--- config.mk ---
export PLATFORM = sky130hd
export DESIGN_NAME = fetch_pc_sequencer
export DESIGN_NICKNAME = d
export VERILOG_FILES = /design/src/rtl/fetch_pc_sequencer.sv
export SDC_FILE = /design/constraint.sdc
export NUM_CORES = 1
export LEC_CHECK = 0
export CORE_MARGIN = 2
export CORE_UTILIZATION = 50
export CTS_CLUSTER_DIAMETER = 50
export DETAILED_ROUTE_END_ITERATION = 10
export PLACE_DENSITY = 0.8
export SYNTH_ARGS = -nofsm -noshare
export SYNTH_HDL_FRONTEND = slang
export SYNTH_SLANG_ARGS = --single-unit
--- constraint.sdc ---
create_clock -name clk -period 2.4 [get_ports clk]
set_input_delay 0.24 -clock clk [delete_from_list [all_inputs] [get_ports clk]]
set_output_delay 0.24 -clock clk [all_outputs]
set_load 0.005 [all_outputs]
--- src/rtl/fetch_pc_sequencer.sv ---
// Program counter / fetch sequencer feeding a combinational instruction memory.
// Loads sel*STRIDE on a program select, fetches until OUT, drains, then pulses done.
module fetch_pc_sequencer #(
  parameter int unsigned STRIDE       = 100,
  parameter int unsigned NUM_PROGS    = 9,
  parameter logic [3:0]  OUT_OPCODE   = 4'b0001,
  parameter int unsigned DRAIN_CYCLES = 4,
  parameter int unsigned MAX_LEN      = 16
) (
  input  logic        clk,
  input  logic        rst_n,
  input  logic        prog_sel_valid,
  input  logic [3:0]  prog_sel,
  output logic        prog_sel_ready,
  input  logic        abort,
  input  logic        stall,
  input  logic [15:0] M_instruction,
  output logic [15:0] PCAdd_pc,
  output logic        fetch_valid,
  output logic        busy,
  output logic        done,
  output logic        err_timeout,
  output logic        err_badsel
);

  localparam int unsigned PC_W  = 16;
  localparam int unsigned CNT_W = $clog2(MAX_LEN + 1);
  localparam int unsigned DRN_W = $clog2(DRAIN_CYCLES + 1);

  localparam logic [1:0] S_IDLE  = 2'd0;
  localparam logic [1:0] S_RUN   = 2'd1;
  localparam logic [1:0] S_DRAIN = 2'd2;

  logic [1:0]       r_state, w_state_nxt;
  logic [PC_W-1:0]  r_pc, w_pc_nxt;
  logic [CNT_W-1:0] r_fcnt, w_fcnt_nxt;
  logic [DRN_W-1:0] r_dcnt, w_dcnt_nxt;
  logic             r_done, w_done_nxt;
  logic             r_err_timeout, w_err_timeout_nxt;
  logic             r_err_badsel, w_err_badsel_nxt;

  logic             w_sel_ok;
  logic [PC_W-1:0]  w_start_pc;
  logic             w_is_out;
  logic             w_last_fetch;
  logic             w_drain_end;
  logic             w_unused;

  // Only the opcode field steers sequencing; operand bits belong to the pipeline.
  assign w_unused     = ^M_instruction[11:0];

  assign w_sel_ok     = (prog_sel != 4'd0) && (32'(prog_sel) <= NUM_PROGS);
  assign w_start_pc   = PC_W'(32'(prog_sel) * STRIDE);
  assign w_is_out     = (M_instruction[15:12] == OUT_OPCODE);
  assign w_last_fetch = (r_fcnt == CNT_W'(MAX_LEN - 1));
  assign w_drain_end  = (r_dcnt == DRN_W'(DRAIN_CYCLES - 1));

  // Next-state, next-PC and status pulse logic; abort overrides everything.
  always_comb begin
    w_state_nxt       = r_state;
    w_pc_nxt          = r_pc;
    w_fcnt_nxt        = r_fcnt;
    w_dcnt_nxt        = r_dcnt;
    w_done_nxt        = 1'b0;
    w_err_timeout_nxt = 1'b0;
    w_err_badsel_nxt  = 1'b0;
    if (abort) begin
      w_state_nxt = S_IDLE;
      w_fcnt_nxt  = '0;
      w_dcnt_nxt  = '0;
    end else begin
      case (r_state)
        S_IDLE: begin
          if (prog_sel_valid) begin
            if (w_sel_ok) begin
              w_state_nxt = S_RUN;
              w_pc_nxt    = w_start_pc;
              w_fcnt_nxt  = '0;
            end else begin
              w_err_badsel_nxt = 1'b1;
            end
          end
        end
        S_RUN: begin
          if (!stall) begin
            w_fcnt_nxt = r_fcnt + CNT_W'(1);
            if (w_is_out) begin
              w_state_nxt = S_DRAIN;
              w_dcnt_nxt  = '0;
            end else if (w_last_fetch) begin
              w_state_nxt       = S_IDLE;
              w_fcnt_nxt        = '0;
              w_err_timeout_nxt = 1'b1;
            end else begin
              w_pc_nxt = r_pc + PC_W'(1);
            end
          end
        end
        S_DRAIN: begin
          // Drain runs on wall-clock cycles; stall does not extend it.
          if (w_drain_end) begin
            w_state_nxt = S_IDLE;
            w_dcnt_nxt  = '0;
            w_done_nxt  = 1'b1;
          end else begin
            w_dcnt_nxt = r_dcnt + DRN_W'(1);
          end
        end
        default: begin
          w_state_nxt = S_IDLE;
        end
      endcase
    end
  end

  always_ff @(posedge clk or negedge rst_n) begin
    if (!rst_n) begin
      r_state       <= S_IDLE;
      r_pc          <= '0;
      r_fcnt        <= '0;
      r_dcnt        <= '0;
      r_done        <= 1'b0;
      r_err_timeout <= 1'b0;
      r_err_badsel  <= 1'b0;
    end else begin
      r_state       <= w_state_nxt;
      r_pc          <= w_pc_nxt;
      r_fcnt        <= w_fcnt_nxt;
      r_dcnt        <= w_dcnt_nxt;
      r_done        <= w_done_nxt;
      r_err_timeout <= w_err_timeout_nxt;
      r_err_badsel  <= w_err_badsel_nxt;
    end
  end

  assign PCAdd_pc       = r_pc;
  assign fetch_valid    = (r_state == S_RUN) && !stall;
  assign prog_sel_ready = (r_state == S_IDLE);
  assign busy           = (r_state != S_IDLE);
  assign done           = r_done;
  assign err_timeout    = r_err_timeout;
  assign err_badsel     = r_err_badsel;

endmodule

==> results.json <==
{
  "yosysSeqAreaShare": 0.360,
  "core_mm2": 0.00394,
  "routed-wl-met2_um": 2240,
  "drt_wl_total_um": 4670,
  "reg2reg_depth": 5,
  "finalClockSkew_ns": 0.00415,
  "crit_arrival_ns": 2.25,
  "p_sw_mw": 0.457,
  "report.final.setup_viol": 0,
  "required_ns": 2.61,
  "syn_area_per_cell_um2": 9.39,
  "slew_headroom": 0.715,
  "fin_crit_sh": 0.851,
  "vias": 1814,
  "io_buffer_count": 34,
  "start_kind": "primary input",
  "cts_num_sinks": 29,
  "clock_latency_ns": 0.28,
  "hold_viol_final": 0,
  "synthDistinctLibCells": 58,
  "pin_count": 47,
  "dr_wl_met3_um": 223,
  "cp_max_fo": 6,
  "synth_edf_count": 0,
  "worstSetupEndpointType": "flop",
  "syn-cell-area_mm2": 0.00202,
  "first_pass_iters": 4,
  "rsz0062_at_grt": "false",
  "clkTransAtPathRegs_ns": 0.06,
  "wl_met1_um": 2160,
  "antenna_found_initial": 0,
  "status": "completed",
  "htreeDepth": 2,
  "n_antenna_cell": 0,
  "hold_path.class": "in2async",
  "drtAntennaViolNets": 0,
  "numCtsBuffers": 5,
  "fp-row-count": 23,
  "crit_path_end": "PCAdd_pc[15]",
  "final_cells": 319,
  "route.detailed.drc": 0,
  "post_cts_resized": 0,
  "clkPwrFrac": 0.299,
  "maxCapViolCount": 0,
  "wl_per_cell_um": 14.6,
  "start_util": 0.512,
  "rr_startpoint": "r_state[1]",
  "postCtsSetupBuffers": 0,
  "ir_drop_uv": 436,
  "fmax_mhz": 490,
  "internal_power_mw": 1.06,
  "slew_violations": 0,
  "cts_hold_buf": 0,
  "ys_ff_latch": 29,
  "top_layer": "met4",
  "worstSetupPathType": "in2reg",
  "gp_congestion": 0.845,
  "post_route_cells_drive_above_1_share": 0.152,
  "seqPwrFrac": 0.423,
  "powerDensity_mw_per_mm2": 575,
  "overflow": 0,
  "synth_fp_nets": 257,
  "place_hpwl_um": 3440,
  "die_h_um": 67.5,
  "drt_iter0_drc": 166,
  "fin_crit_ns": 2.04,
  "grt_max_degree": 30,
  "reg2reg_slack_ns": 0.48,
  "p_leak_nw": 1.10,
  "reg2reg_to": "PCAdd_pc[13]",
  "die_w_um": 67.5,
  "grt_util_all_layers": 0.232,
  "postSynthCellCount": 215,
  "yosys_warnings": 0,
  "grt_first_pass_wirelength_um": 7870,
  "dp_cells": 311,
  "combPwrFrac": 0.278,
  "nNetsFinal": 310,
  "vias_per_cell": 5.69,
  "tightest_slew_ns": 0.427,
  "die_area_mm2": 0.00456,
  "postSynth.asyncResetShare": 1.00,
  "fin_tns_setup_ns": 0,
  "cp-startpoint": "prog_sel[0]",
  "ctsLongestPathBuffers": 2,
  "synth_top_flop_cell": "dfrtp_1",
  "cts_tree": "built",
  "syn2layout_area_growth_pct": 30.3,
  "grt_pass1_vias": 1734,
  "switching_share": 0.302,
  "cts_root_buf": "clkbuf_8"
}
-- synthesized netlist by cell type, types with 3 or more instances --
library cell / number / area (µm²)
nand2b_1: 3 / 18.8
inv_1: 12 / 45.0
xnor2_1: 3 / 26.3
and3_1: 3 / 18.8
ha_1: 16 / 200
o21ai_0: 14 / 70.1
a21oi_1: 9 / 45.0
o31ai_1: 3 / 22.5
o311ai_0: 4 / 35.0
nand2_1: 23 / 86.3
dfrtp_1: 29 / 726
nor3_1: 5 / 25.0
o211ai_1: 3 / 22.5
a31oi_1: 3 / 18.8
nor2b_1: 4 / 25.0
nor2_1: 9 / 33.8
or3_1: 4 / 25.0
nand3_1: 15 / 75.1
a211oi_1: 3 / 22.5
-- metal layers --
layer / vias up / GRT usage
met5: - / 0
met4: 0 / 0.0612
met3: 7 / 0.0550
met2: 39 / 0.396
met1: 867 / 0.292
li1: 901 / -
-- metrics by stage --
step	worst slack [ns]	util	power, mW	area [µm²]	hold slack (ns)
floorplan	0.672	-	0.827	2020	-0.0556
global placement	0.0674	0.641	1.06	2530	0.431
detailed placement	0.0474	0.641	1.07	2530	0.432
CTS	0.347	0.667	1.52	2630	0.356
global route	0.180	0.667	1.60	2630	0.399
finish	0.358	0.667	1.51	2630	0.348
-- cells in the final DEF (no fill, tap or decap), types with 2 or more instances in the layout --
cell	Yosys	routed
inv_1	12	12
a211oi_1	3	3
nor3b_1	2	2
o211ai_1	3	3
o21ai_2	2	2
nand2b_1	3	3
a31oi_1	3	3
nor2_1	9	9
o21ai_0	14	14
o21bai_1	2	2
xnor2_1	3	3
o21ai_1	2	2
a21oi_1	9	9
nor2b_1	4	4
nand2_1	23	23
o31ai_1	3	3
clkbuf_8	0	7
nand4b_1	2	2
o221ai_1	2	2
nor4b_1	2	2
clkdlybuf4s50_1	0	34
and3_1	3	3
dfrtp_1	29	29
nand3_1	15	15
buf_4	0	17
or3_1	4	4
o311ai_0	4	4
nand4_1	2	2
xor2_1	2	2
ha_1	16	16
nor3_1	5	5
-- worst min path at each step --
stage	cells after the start	slack [ns]	end
after floorplan	0	-0.06	PCAdd_pc[0]
after global placement	1	0.43	done
after detailed placement	1	0.43	done
after CTS	2	0.36	r_dcnt[1]
after global routing	2	0.40	PCAdd_pc[2]
final	2	0.35	r_dcnt[0]
-- power by group through the flow --
stage / clock network (mW) / registers [mW] / logic, mW
after floorplan: 0 / 0.630 / 0.197
after global placement: 0 / 0.646 / 0.410
after detailed placement: 0 / 0.647 / 0.419
after CTS: 0.459 / 0.640 / 0.424
after global routing: 0.486 / 0.651 / 0.459
final: 0.452 / 0.640 / 0.421
-- worst max-delay path: stages --
cell,delay (ns)
clkdlybuf4s50_1,0.47
inv_1,0.07
ha_1,0.24
and2_4,0.20
nor4_4,0.37
o21ai_2,0.15
or3_1,0.36
a21oi_1,0.15
-- sequential cells by signal (all words and copies together), names as in the netlist --
| register | count |
|---|---|
| PCAdd_pc | 16 |
| done | 1 |
| err_badsel | 1 |
| err_timeout | 1 |
| r_dcnt | 3 |
| r_fcnt | 5 |
| r_state | 2 |
-- layout make-up --
type | instances | area, µm²
clock buffers | 7 | 96.3
multi-input cells | 168 | 1210
well taps | 50 | 62.6
repair buffers | 52 | 488
flip-flops and latches | 29 | 726
inverters | 12 | 45.0
fillers | 336 | 1310
clock inverters | 1 | 5.00
-- kinds of logic after synthesis --
logic type      share of synthesized area
xor+xnor                           0.0217
flops                               0.360
simple gates                        0.263
buf+inv                            0.0422
compound gates                      0.205
fa+ha+maj                           0.109
Note: power is estimated with default switching activity, not from simulation.
